`src/rtl/conv1x1_layer_sequencer.sv`:
```
// ---------------------------------------------------------------------------
// conv1x1_layer_sequencer
//
// Layer-level sequencer for the 1x1 convolution engine. It latches one
// layer's configuration, splits the output channels into weight tiles, and
// for every tile runs a weight-load handshake (Load_Start /
// Load_Weight_Complete) followed by a compute handshake (Start /
// Compute_Complete). The weight base address advances by the latched tile
// size after each tile. A watchdog aborts the layer if either handshake
// hangs.
//
// Ports:
//   clk, rst                     clock and synchronous active-high reset
//   layer_start                  one-cycle layer request, honoured only in IDLE
//   cfg_tile_num                 weight tiles per layer (0 means 1)
//   cfg_tile_words               weight words per tile
//   cfg_row_num                  rows per channel after padding
//   cfg_ch_in_times              input-channel compute iterations
//   cfg_ch_out_times             output-channel iterations per tile
//   Load_Start                   weight-load request (high while in LOAD)
//   Load_Weight_Complete         weight loader done pulse
//   Start                        compute start (high while in START)
//   Compute_Complete             compute controller done pulse
//   ROW_NUM_CHANNEL_OUT_REG      latched cfg_row_num
//   COMPUTE_TIMES_CHANNEL_IN_REG latched cfg_ch_in_times
//   COMPUTE_TIMES_CHANNEL_OUT_REG latched cfg_ch_out_times
//   weight_base_addr             base address of the current tile
//   tile_index                   current tile number
//   busy                         high in every state except IDLE
//   layer_done                   one-cycle completion pulse
//   err_timeout                  sticky watchdog error, cleared by next layer
// ---------------------------------------------------------------------------
module conv1x1_layer_sequencer #(
    parameter int WIDTH_FEATURE_SIZE = 11,
    parameter int WIDTH_TILE_NUM     = 8,
    parameter int WIDTH_WEIGHT_ADDR  = 16,
    parameter int WATCHDOG_WIDTH     = 20
) (
    input  logic                          clk,
    input  logic                          rst,
    input  logic                          layer_start,
    input  logic [WIDTH_TILE_NUM-1:0]     cfg_tile_num,
    input  logic [WIDTH_WEIGHT_ADDR-1:0]  cfg_tile_words,
    input  logic [WIDTH_FEATURE_SIZE-1:0] cfg_row_num,
    input  logic [WIDTH_FEATURE_SIZE-1:0] cfg_ch_in_times,
    input  logic [WIDTH_FEATURE_SIZE-1:0] cfg_ch_out_times,
    output logic                          Load_Start,
    input  logic                          Load_Weight_Complete,
    output logic                          Start,
    input  logic                          Compute_Complete,
    output logic [WIDTH_FEATURE_SIZE-1:0] ROW_NUM_CHANNEL_OUT_REG,
    output logic [WIDTH_FEATURE_SIZE-1:0] COMPUTE_TIMES_CHANNEL_IN_REG,
    output logic [WIDTH_FEATURE_SIZE-1:0] COMPUTE_TIMES_CHANNEL_OUT_REG,
    output logic [WIDTH_WEIGHT_ADDR-1:0]  weight_base_addr,
    output logic [WIDTH_TILE_NUM-1:0]     tile_index,
    output logic                          busy,
    output logic                          layer_done,
    output logic                          err_timeout
);

    typedef enum logic [2:0] {
        S_IDLE,
        S_LOAD,
        S_WAIT_LOAD,
        S_START,
        S_WAIT_COMP,
        S_DONE
    } state_t;

    localparam logic [WIDTH_TILE_NUM-1:0] TILE_ONE =
        {{(WIDTH_TILE_NUM-1){1'b0}}, 1'b1};
    localparam logic [WATCHDOG_WIDTH-1:0] WDG_ONE =
        {{(WATCHDOG_WIDTH-1){1'b0}}, 1'b1};
    // The watchdog fires on the cycle whose increment would make the counter
    // all-ones, so a hung handshake is abandoned after 2^W-1 wait cycles.
    localparam logic [WATCHDOG_WIDTH-1:0] WDG_LAST =
        {{(WATCHDOG_WIDTH-1){1'b1}}, 1'b0};

    state_t                        state_q, state_d;
    logic [WIDTH_TILE_NUM-1:0]     tileCount_q, tileCount_d;
    logic [WIDTH_TILE_NUM-1:0]     tileIndex_q, tileIndex_d;
    logic [WIDTH_WEIGHT_ADDR-1:0]  tileWords_q, tileWords_d;
    logic [WIDTH_WEIGHT_ADDR-1:0]  weightAddr_q, weightAddr_d;
    logic [WIDTH_FEATURE_SIZE-1:0] rowNum_q, rowNum_d;
    logic [WIDTH_FEATURE_SIZE-1:0] chInTimes_q, chInTimes_d;
    logic [WIDTH_FEATURE_SIZE-1:0] chOutTimes_q, chOutTimes_d;
    logic [WATCHDOG_WIDTH-1:0]     watchdog_q, watchdog_d;
    logic                          errTimeout_q, errTimeout_d;
    logic                          lastTile;
    logic                          wdgExpire;

    assign lastTile  = ((tileIndex_q + TILE_ONE) == tileCount_q);
    assign wdgExpire = (watchdog_q == WDG_LAST);

    // State and datapath registers; reset returns everything to the idle
    // values without emitting any pulse.
    always_ff @(posedge clk) begin
        if (rst) begin
            state_q      <= S_IDLE;
            tileCount_q  <= '0;
            tileIndex_q  <= '0;
            tileWords_q  <= '0;
            weightAddr_q <= '0;
            rowNum_q     <= '0;
            chInTimes_q  <= '0;
            chOutTimes_q <= '0;
            watchdog_q   <= '0;
            errTimeout_q <= 1'b0;
        end else begin
            state_q      <= state_d;
            tileCount_q  <= tileCount_d;
            tileIndex_q  <= tileIndex_d;
            tileWords_q  <= tileWords_d;
            weightAddr_q <= weightAddr_d;
            rowNum_q     <= rowNum_d;
            chInTimes_q  <= chInTimes_d;
            chOutTimes_q <= chOutTimes_d;
            watchdog_q   <= watchdog_d;
            errTimeout_q <= errTimeout_d;
        end
    end

    // Next-state logic. The watchdog only counts in the two wait states and
    // is zero on every other cycle, which clears it on entry to a wait state.
    // A completion is checked before the watchdog so it wins a tie.
    always_comb begin
        state_d      = state_q;
        tileCount_d  = tileCount_q;
        tileIndex_d  = tileIndex_q;
        tileWords_d  = tileWords_q;
        weightAddr_d = weightAddr_q;
        rowNum_d     = rowNum_q;
        chInTimes_d  = chInTimes_q;
        chOutTimes_d = chOutTimes_q;
        watchdog_d   = '0;
        errTimeout_d = errTimeout_q;

        case (state_q)
            S_IDLE: begin
                if (layer_start) begin
                    tileCount_d  = (cfg_tile_num == '0) ? TILE_ONE : cfg_tile_num;
                    tileWords_d  = cfg_tile_words;
                    rowNum_d     = cfg_row_num;
                    chInTimes_d  = cfg_ch_in_times;
                    chOutTimes_d = cfg_ch_out_times;
                    tileIndex_d  = '0;
                    weightAddr_d = '0;
                    errTimeout_d = 1'b0;
                    state_d      = S_LOAD;
                end
            end
            S_LOAD: begin
                state_d = S_WAIT_LOAD;
            end
            S_WAIT_LOAD: begin
                watchdog_d = watchdog_q + WDG_ONE;
                if (Load_Weight_Complete) begin
                    state_d = S_START;
                end else if (wdgExpire) begin
                    errTimeout_d = 1'b1;
                    state_d      = S_IDLE;
                end
            end
            S_START: begin
                state_d = S_WAIT_COMP;
            end
            S_WAIT_COMP: begin
                watchdog_d = watchdog_q + WDG_ONE;
                if (Compute_Complete) begin
                    if (lastTile) begin
                        state_d = S_DONE;
                    end else begin
                        // Address wraps naturally at the register width.
                        tileIndex_d  = tileIndex_q + TILE_ONE;
                        weightAddr_d = weightAddr_q + tileWords_q;
                        state_d      = S_LOAD;
                    end
                end else if (wdgExpire) begin
                    errTimeout_d = 1'b1;
                    state_d      = S_IDLE;
                end
            end
            S_DONE: begin
                state_d = S_IDLE;
            end
            default: begin
                state_d = S_IDLE;
            end
        endcase
    end

    assign Load_Start = (state_q == S_LOAD);
    assign Start      = (state_q == S_START);
    assign busy       = (state_q != S_IDLE);
    assign layer_done = (state_q == S_DONE);

    assign err_timeout                   = errTimeout_q;
    assign tile_index                    = tileIndex_q;
    assign weight_base_addr              = weightAddr_q;
    assign ROW_NUM_CHANNEL_OUT_REG       = rowNum_q;
    assign COMPUTE_TIMES_CHANNEL_IN_REG  = chInTimes_q;
    assign COMPUTE_TIMES_CHANNEL_OUT_REG = chOutTimes_q;

endmodule

```
`config.mk`:
```
export PLATFORM = sky130hd
export DESIGN_NAME = conv1x1_layer_sequencer
export DESIGN_NICKNAME = d
export VERILOG_FILES = /design/src/rtl/conv1x1_layer_sequencer.sv
export SDC_FILE = /design/constraint.sdc
export NUM_CORES = 1
export LEC_CHECK = 0
export BUFFER_PORTS_ARGS = -buffer_cell sky130_fd_sc_hd__buf_2
export CAP_MARGIN = 40
export CORE_UTILIZATION = 45
export DETAILED_ROUTE_END_ITERATION = 10
export PLACE_DENSITY_LB_ADDON = 0.1
export SYNTH_ARGS = -nofsm -noshare
export SYNTH_HDL_FRONTEND = slang
export SYNTH_SLANG_ARGS = --single-unit
```
`constraint.sdc`:
```
create_clock -name clk -period 2.7 [get_ports clk]
set_input_delay 0.27 -clock clk [delete_from_list [all_inputs] [get_ports clk]]
set_output_delay 0.27 -clock clk [all_outputs]
set_load 0.02 [all_outputs]
```
==> PnR_summary.wiki, run 1 <==
{| class="wikitable"
! Metric !! Value
|-
| Sequential fraction of the synthesis area || 42.6%
|-
| Critical Path, Cell by Cell || ha_1 > fa_1 > a21o_1 > a21o_1 > a211oi_2 > o211ai_1 > a31o_1 > a21oi_1 > xor2_1 > o21ai_0
|-
| Critical path required time || 2.95 ns
|-
| Critical Path End Type || flip-flop
|-
| Setup Viol. Count Final || 0
|-
| Number of cell rows || 37
|-
| Number of failing hold endpoints at the final stage || 0
|-
| Worst slew pin tran || 0.621 ns
|-
| Effective utilization at floorplan || 47.2%
|-
| Startpoint Class || flip-flop
|-
| Layout Cell Area excl Fill || 5930 um2
|-
| Mapped Nets || 707
|-
| Arrival time of data at the critical path endpoint || 2.82 ns
|-
| Layout-stage area growth over the synthesis result || 20.0%
|-
| Pint || 2.32 mW
|-
| Combinational fraction of design power || 15.4%
|-
| Relative contribution of sequential cells to total power || 51.9%
|-
| Synth Instances || 626
|-
| Hold-fix buffers at CTS || 0
|-
| Crit share post-route || 95.1%
|-
| Chip Height || 107 um
|-
| Drt via density || 5.21
|-
| CTS tree || built
|-
| Number of I/O pins || 124
|-
| Core Region || 10500 um2
|-
| Fill cell instance count of the final layout || 1005
|-
| Part of the power in the clock network || 32.7%
|-
| Number of levels the H-tree was split into || 3
|-
| 1st-pass router iterations || 4
|-
| Main synth FF type || sky130_fd_sc_hd__dfxtp_1
|-
| Most common cell after layout, fill and taps aside || sky130_fd_sc_hd__nand2_1
|-
| Die outline area || 11400 um2
|-
| Number of global-route vias before repair || 4341
|-
| Switching Share || 27.8%
|-
| Relative slew margins || 58.6%
|-
| Hold wc startpoint || cfg_row_num[0]
|-
| Share of final-layout standard cells stronger than drive strength 1 || 22.3%
|-
| WL/cell || 13.5 um
|-
| Result of the run || completed
|-
| Clock buffer count from CTS || 9
|-
| Final standard cell count with taps included and fillers excluded || 879
|-
| Final min period || 2.57 ns
|-
| Starting DRT DRC Count || 235
|-
| Highest Clock Rate || 390 MHz
|-
| Setup Skew || 0.0123 ns
|-
| Residual DRC || 0
|-
| Antenna diode instance count || 0
|-
| Synthesized area per cell || 7.89 um2
|-
| Vias after detailed routing || 4583
|-
| Worst min-delay path class || primary input to flip-flop
|-
| Power density over cell area || 543 nW/um2
|-
| Cell family with the largest share of critical-path delay || compound AO/OA/AOI/OAI gates
|-
| Post-placement cell count || 862
|-
| Leakage power of the design || 2.55 nW
|-
| Largest net degree at the start of global routing || 59
|-
| Synth cell types || 56
|-
| Root Buffer Master || sky130_fd_sc_hd__clkbuf_8
|-
| Routability Congestion || 0.843
|-
| Reg2Reg Launch Point || weight_base_addr[0]
|-
| Startpoint of the most critical setup path || weight_base_addr[0]
|-
| Dpl cell area || 5690 um2
|-
| Initial antenna violation count || 0
|-
| Clock latency on the worst-skew pair || 0.37 ns
|-
| Antenna-violating nets left || 0
|-
| Number of buffer and inverter instances along the worst setup path || 0
|-
| Most Frequent Cell on Critical Path || sky130_fd_sc_hd__a21o_1
|-
| Overall Power || 3.22 mW
|-
| Remaining global-route overflow || 0
|-
| Max incr delay on CP || 0.40 ns
|-
| Most frequent cells in the layout || 160 x sky130_fd_sc_hd__nand2_1, 123 x sky130_fd_sc_hd__buf_2, 105 x sky130_fd_sc_hd__dfxtp_1, 99 x sky130_fd_sc_hd__a21oi_1, 36 x sky130_fd_sc_hd__nor2_1
|-
| Number of pins exceeding their max-slew limit in the final report || 0
|-
| Number of enable-type register cells in the synthesized netlist || 0
|-
| Setup TNS || 0 ns
|-
| Nets || 820
|-
| First-pass GRT wire length || 20000 um
|-
| Total number of yosys warnings || 0
|-
| Critical setup path kind || flip-flop to flip-flop
|-
| Worst-path clk slew || 0.10 ns
|-
| Die outline width || 107 um
|-
| CTS sink count || 105
|-
| Sw Pwr || 0.893 mW
|-
| Number of max-cap violations || 0
|-
| Worst ir drop on vdd || 0.000446 V
|-
| Slowest cell on the critical path || sky130_fd_sc_hd__fa_1
|-
| Overall fraction of global-route tracks in use || 21.5%
|-
| Detail Placement HPWL || 8420 um
|-
| CP max FO || 3
|-
| Cell area after synthesis || 4940 um2
|-
| Async S/R FF share, synth || 0%
|-
| Final WL || 11900 um
|-
| Port-buffer cells || 123
|-
| Maximum count of clock buffers along a single path || 2
|-
| Flip-flop and latch count after synthesis || 105
|}
routing by layer:
layer  wire length (um)  track usage (%)  share of wire, %  vias up
li1                   -                -                 -     2362
met1               5460             26.8                46     2110
met2               5680             36.8                48      104
met3                652             5.17               5.5        7
met4                 87             6.36              0.73        0
met5                  0                0                 0        -
cells by family after synthesis:
family,Yosys count,share of synthesized area [%]
AOI/OAI and AO/OA,149,17.2
buffers and inverters,45,3.75
DFF,105,42.6
xor gates and xnor gates,34,6.18
and+or+nand+nor,270,24.5
muxes,4,0.836
adders and majority gates,19,4.96
flip-flops by register name, indices dropped and copies added (netlist names):
name	cells
COMPUTE_TIMES_CHANNEL_OUT_REG	11
COMPUTE_TIMES_CHANNEL_IN_REG	11
watchdog_q	20
err_timeout	1
weight_base_addr	16
state_q	3
tileCount_q	8
tileWords_q	16
tile_index	8
ROW_NUM_CHANNEL_OUT_REG	11
repair_timing:
action,CTS,global route
setup buffers,0,2
endpoints found under the setup margin,1,3
gates resized for setup,1,2
pin swaps,0,3
hold endpoints to repair,0,0
cells in the mapped netlist (2+ instances only):
library cell | count | share of area (%)
sky130_fd_sc_hd__xor2_1 | 21 | 3.7
sky130_fd_sc_hd__o211ai_1 | 3 | 0.46
sky130_fd_sc_hd__and3_1 | 9 | 1.1
sky130_fd_sc_hd__nand2b_1 | 5 | 0.63
sky130_fd_sc_hd__nor3_1 | 5 | 0.51
sky130_fd_sc_hd__a21o_1 | 3 | 0.46
sky130_fd_sc_hd__nand2_1 | 161 | 12
sky130_fd_sc_hd__o21ai_0 | 16 | 1.6
sky130_fd_sc_hd__dfxtp_1 | 105 | 43
sky130_fd_sc_hd__nor2b_1 | 2 | 0.25
sky130_fd_sc_hd__o21bai_1 | 2 | 0.30
sky130_fd_sc_hd__a31oi_1 | 3 | 0.38
sky130_fd_sc_hd__inv_1 | 10 | 0.76
sky130_fd_sc_hd__buf_1 | 3 | 0.23
sky130_fd_sc_hd__a21oi_1 | 99 | 10
sky130_fd_sc_hd__and2_1 | 2 | 0.25
sky130_fd_sc_hd__nand4_1 | 3 | 0.38
sky130_fd_sc_hd__a41oi_1 | 2 | 0.35
sky130_fd_sc_hd__or3b_1 | 2 | 0.35
sky130_fd_sc_hd__nor2_1 | 36 | 2.7
sky130_fd_sc_hd__clkbuf_1 | 25 | 1.9
sky130_fd_sc_hd__buf_2 | 4 | 0.41
sky130_fd_sc_hd__mux2i_1 | 3 | 0.61
sky130_fd_sc_hd__ha_1 | 18 | 4.6
sky130_fd_sc_hd__or4_1 | 2 | 0.30
sky130_fd_sc_hd__xnor2_1 | 12 | 2.1
sky130_fd_sc_hd__a211oi_1 | 4 | 0.61
sky130_fd_sc_hd__nand3_1 | 22 | 2.2
sky130_fd_sc_hd__nand3_2 | 2 | 0.41
sky130_fd_sc_hd__o21ai_1 | 4 | 0.41
sky130_fd_sc_hd__or3_1 | 13 | 1.6
power groups by stage:
stage,combinational [mW],clock [mW],sequential [mW]
2_1_floorplan,0.289,0,1.74
3_3_place_gp,0.488,0,1.70
3_5_place_dp,0.499,0,1.70
4_1_cts,0.500,1.08,1.67
5_1_grt,0.555,1.14,1.68
6_report,0.496,1.05,1.67
worst register-to-register path: cells and delay by family, from the launching register on:
family,cells,cell delay (ns)
flip-flops,1,0.34
XOR/XNOR,1,0.15
adder cells (fa/ha/maj),2,0.64
AO/OA/AOI/OAI,7,1.33
worst paths after layout:
check | to | slack (ns) | depth (start not counted)
max | weight_base_addr[12] | 0.13 | 10
min | ROW_NUM_CHANNEL_OUT_REG[0] | 0.12 | 3
max reg2reg | weight_base_addr[12] | 0.13 | 10
min reg2reg | COMPUTE_TIMES_CHANNEL_IN_REG[2] | 0.45 | 2
final cells by class:
type	count	area [um2]	share of cell area, %
repair buffers	136	726	12.2
flip-flops and latches	105	2100	35.5
clock inverters	4	76.3	1.29
inverters	11	41.3	0.697
clock buffers	11	131	2.22
well taps	136	170	2.87
multi-input cells	476	2680	45.2
stage by stage:
stage / hold WS [ns] / util, % / setup WS [ns]
finish: 0.123 / 56.6 / 0.133
detailed placement: 0.443 / 54.3 / 0.0166
CTS: 0.115 / 56.4 / 0.0805
global route: 0.111 / 56.6 / -0.0154
floorplan: 0.406 / - / 0.128
global placement: 0.438 / 54.3 / 0.0956
Note: power is estimated with default switching activity, not from simulation.
==> run 2: changes to the inputs <==
PLACE_DENSITY = 0.69   (was default)
PLACE_DENSITY_LB_ADDON = default   (was 0.1)
==> PnR_summary.wiki, run 2 (synthesis gave the netlist of run 1 again) <==
{| class="wikitable"
! Metric !! Value
|-
| Result of the run || completed
|-
| CTS tree || built
|-
| Critical path required time || 2.97 ns (+0.02 ns)
|-
| Final WL || 11900 um (+0.58%)
|-
| Critical setup path kind || flip-flop to flip-flop
|-
| Worst reg-to-reg setup slack || 0.19 ns (+0.05 ns)
|-
| CP max FO || 3 (unchanged)
|-
| Startpoint of the most critical setup path || weight_base_addr[0]
|-
| Number of pins exceeding their max-slew limit in the final report || 0 (unchanged)
|-
| Final min period || 2.51 ns (-0.0530 ns)
|-
| 1st-pass router iterations || 4 (unchanged)
|-
| Part of the power in the clock network || 31.2% (-1.5 points)
|-
| Overall fraction of global-route tracks in use || 21.7% (+0.13 points)
|-
| Worst min-delay path class || primary input to flip-flop
|-
| Leakage power of the design || 2.54 nW (-0.50%)
|-
| Number of global-route vias before repair || 4375 (+0.78%)
|-
| Startpoint Class || flip-flop
|-
| CTS sink count || 105 (unchanged)
|-
| Effective utilization at floorplan || 47.2% (unchanged)
|-
| Maximum count of clock buffers along a single path || 2 (unchanged)
|-
| Port-buffer cells || 123 (unchanged)
|-
| Residual DRC || 0 (unchanged)
|-
| Antenna diode instance count || 0 (unchanged)
|-
| Number of cell rows || 37 (unchanged)
|-
| Drt via density || 5.22 (about the same)
|-
| Switching Share || 28.7% (+0.89 points)
|-
| Remaining global-route overflow || 0 (unchanged)
|-
| Number of I/O pins || 124 (unchanged)
|-
| Initial antenna violation count || 0 (unchanged)
|-
| Most frequent cells in the layout || 160 x sky130_fd_sc_hd__nand2_1, 123 x sky130_fd_sc_hd__buf_2, 105 x sky130_fd_sc_hd__dfxtp_1, 99 x sky130_fd_sc_hd__a21oi_1, 36 x sky130_fd_sc_hd__nor2_1
|-
| WL/cell || 13.6 um (+0.70%)
|-
| Largest net degree at the start of global routing || 59 (unchanged)
|-
| Share of final-layout standard cells stronger than drive strength 1 || 22.2% (-0.10 points)
|-
| Relative slew margins || 51.5% (-7.1 points)
|-
| Setup Skew || 0.0172 ns (+0.00488 ns)
|-
| Starting DRT DRC Count || 209 (-11%)
|-
| Sw Pwr || 0.899 mW (+0.69%)
|-
| Layout-stage area growth over the synthesis result || 19.3%
|-
| Hold-fix buffers at CTS || 0 (unchanged)
|-
| Critical Path End Type || flip-flop
|-
| Die outline area || 11400 um2 (unchanged)
|-
| Root Buffer Master || sky130_fd_sc_hd__clkbuf_8
|-
| Chip Height || 107 um (unchanged)
|-
| Endpoint of the worst-slack reg-to-reg timing path || weight_base_addr[12]
|-
| Antenna-violating nets left || 0 (unchanged)
|-
| Combinational fraction of design power || 15.6% (+0.2 points)
|-
| R2R cell count || 10 (unchanged)
|-
| Most common cell after layout, fill and taps aside || sky130_fd_sc_hd__nand2_1
|-
| Number of levels the H-tree was split into || 3 (unchanged)
|-
| Reg2Reg Launch Point || weight_base_addr[0]
|-
| Dpl cell area || 5690 um2 (unchanged)
|-
| Highest Clock Rate || 398 MHz (+2.1%)
|-
| Detail Placement HPWL || 8500 um (+0.87%)
|-
| Clock buffer count from CTS || 9 (unchanged)
|-
| Worst-path clk slew || 0.10 ns (about the same)
|-
| Pint || 2.24 mW (-3.6%)
|-
| Number of failing hold endpoints at the final stage || 0 (unchanged)
|-
| Worst ir drop on vdd || 0.000372 V (-17%)
|-
| First-pass GRT wire length || 19700 um (-1.1%)
|-
| Routability Congestion || 0.829 (-1.7%)
|-
| Core Region || 10500 um2 (unchanged)
|-
| Largest register FFs || 20 (unchanged)
|-
| Number of max-cap violations || 0 (unchanged)
|-
| Vias after detailed routing || 4580 (-0.065%)
|-
| Biggest register || watchdog_q
|-
| Worst slew pin tran || 0.728 ns (+0.106 ns)
|-
| Fill cell instance count of the final layout || 1015 (+1.0%)
|-
| Setup Viol. Count Final || 0 (unchanged)
|-
| Crit share post-route || 93.1% (-2.0 points)
|-
| Worst hold stages || 3 (unchanged)
|-
| Die outline width || 107 um (unchanged)
|-
| Fin util || 56.3% (-0.32 points)
|-
| Clock latency on the worst-skew pair || 0.39 ns (+0.02 ns)
|-
| Nets || 818 (-0.24%)
|-
| Hold wc startpoint || cfg_ch_in_times[1]
|-
| Endpoint with the worst hold slack || COMPUTE_TIMES_CHANNEL_IN_REG[1]
|-
| Relative contribution of sequential cells to total power || 53.1% (+1.2 points)
|-
| Overall Power || 3.14 mW (-2.4%)
|-
| Arrival time of data at the critical path endpoint || 2.79 ns (-0.03 ns)
|-
| Power density over cell area || 532 nW/um2 (-1.9%)
|-
| Setup TNS || 0 ns (unchanged)
|-
| Layout Cell Area excl Fill || 5890 um2 (-0.57%)
|}
[run 2: timing repair]
item,in CTS,in global routing
resized for setup,0,3
setup endpoints to repair,0,3
buffers inserted,0,0
[run 2: per-layer routing]
metal / track usage [%] / vias to the layer above / routed length [um]
li1: - / 2354 / -
met1: 25.2 / 2099 / 5180
met2: 37.7 / 113 / 5880
met3: 6.50 / 14 / 686
met4: 7.24 / 0 / 204
met5: 0 / - / 0
[run 2: worst max path at each step]
| stage | end | slack [ns] | cells past startpoint |
|---|---|---|---|
| after floorplan | weight_base_addr[14] | 0.13 | 10 |
| after global placement | weight_base_addr[14] | 0.12 | 10 |
| after detailed placement | weight_base_addr[14] | 0.08 | 10 |
| after CTS | weight_base_addr[14] | 0.03 | 10 |
| after global routing | weight_base_addr[12] | -0.01 | 10 |
| final | weight_base_addr[12] | 0.19 | 10 |
[run 2: worst max-delay path: stages (launching register included)]
cell and delay (ns):
sky130_fd_sc_hd__dfxtp_1 0.34, sky130_fd_sc_hd__ha_1 0.25, sky130_fd_sc_hd__fa_2 0.36, sky130_fd_sc_hd__a21o_1 0.16
sky130_fd_sc_hd__a21o_1 0.22, sky130_fd_sc_hd__a211oi_2 0.23, sky130_fd_sc_hd__o211ai_1 0.19, sky130_fd_sc_hd__a31o_1 0.24
sky130_fd_sc_hd__a21oi_1 0.17, sky130_fd_sc_hd__xor2_1 0.14, sky130_fd_sc_hd__o21ai_0 0.08
[run 2: final cells by class]
cell class / count / area [um2] / share of cell area, %
clock buffers: 11 / 131 / 2.23
multi-input cells: 476 / 2680 / 45.4
inverters: 11 / 41.3 / 0.701
repair buffers: 134 / 711 / 12.1
flip-flops and latches: 105 / 2100 / 35.7
clock inverters: 5 / 61.3 / 1.04
well taps: 136 / 170 / 2.89
[run 2: power groups by stage]
stage	clock network, mW	registers [mW]	logic, mW
final	0.979	1.67	0.491
after global routing	1.08	1.68	0.548
after CTS	1.02	1.67	0.496
after detailed placement	0	1.70	0.494
after global placement	0	1.70	0.483
after floorplan	0	1.74	0.289
[run 2: metrics by stage]
stage                     setup WS [ns]  instances  hold slack (ns)
after floorplan                   0.128        626            0.406
final                             0.186        878            0.102
after CTS                        0.0345        878           0.0846
after global placement            0.115        862            0.437
after detailed placement         0.0781        862            0.442
after global routing            -0.0132        878           0.0983
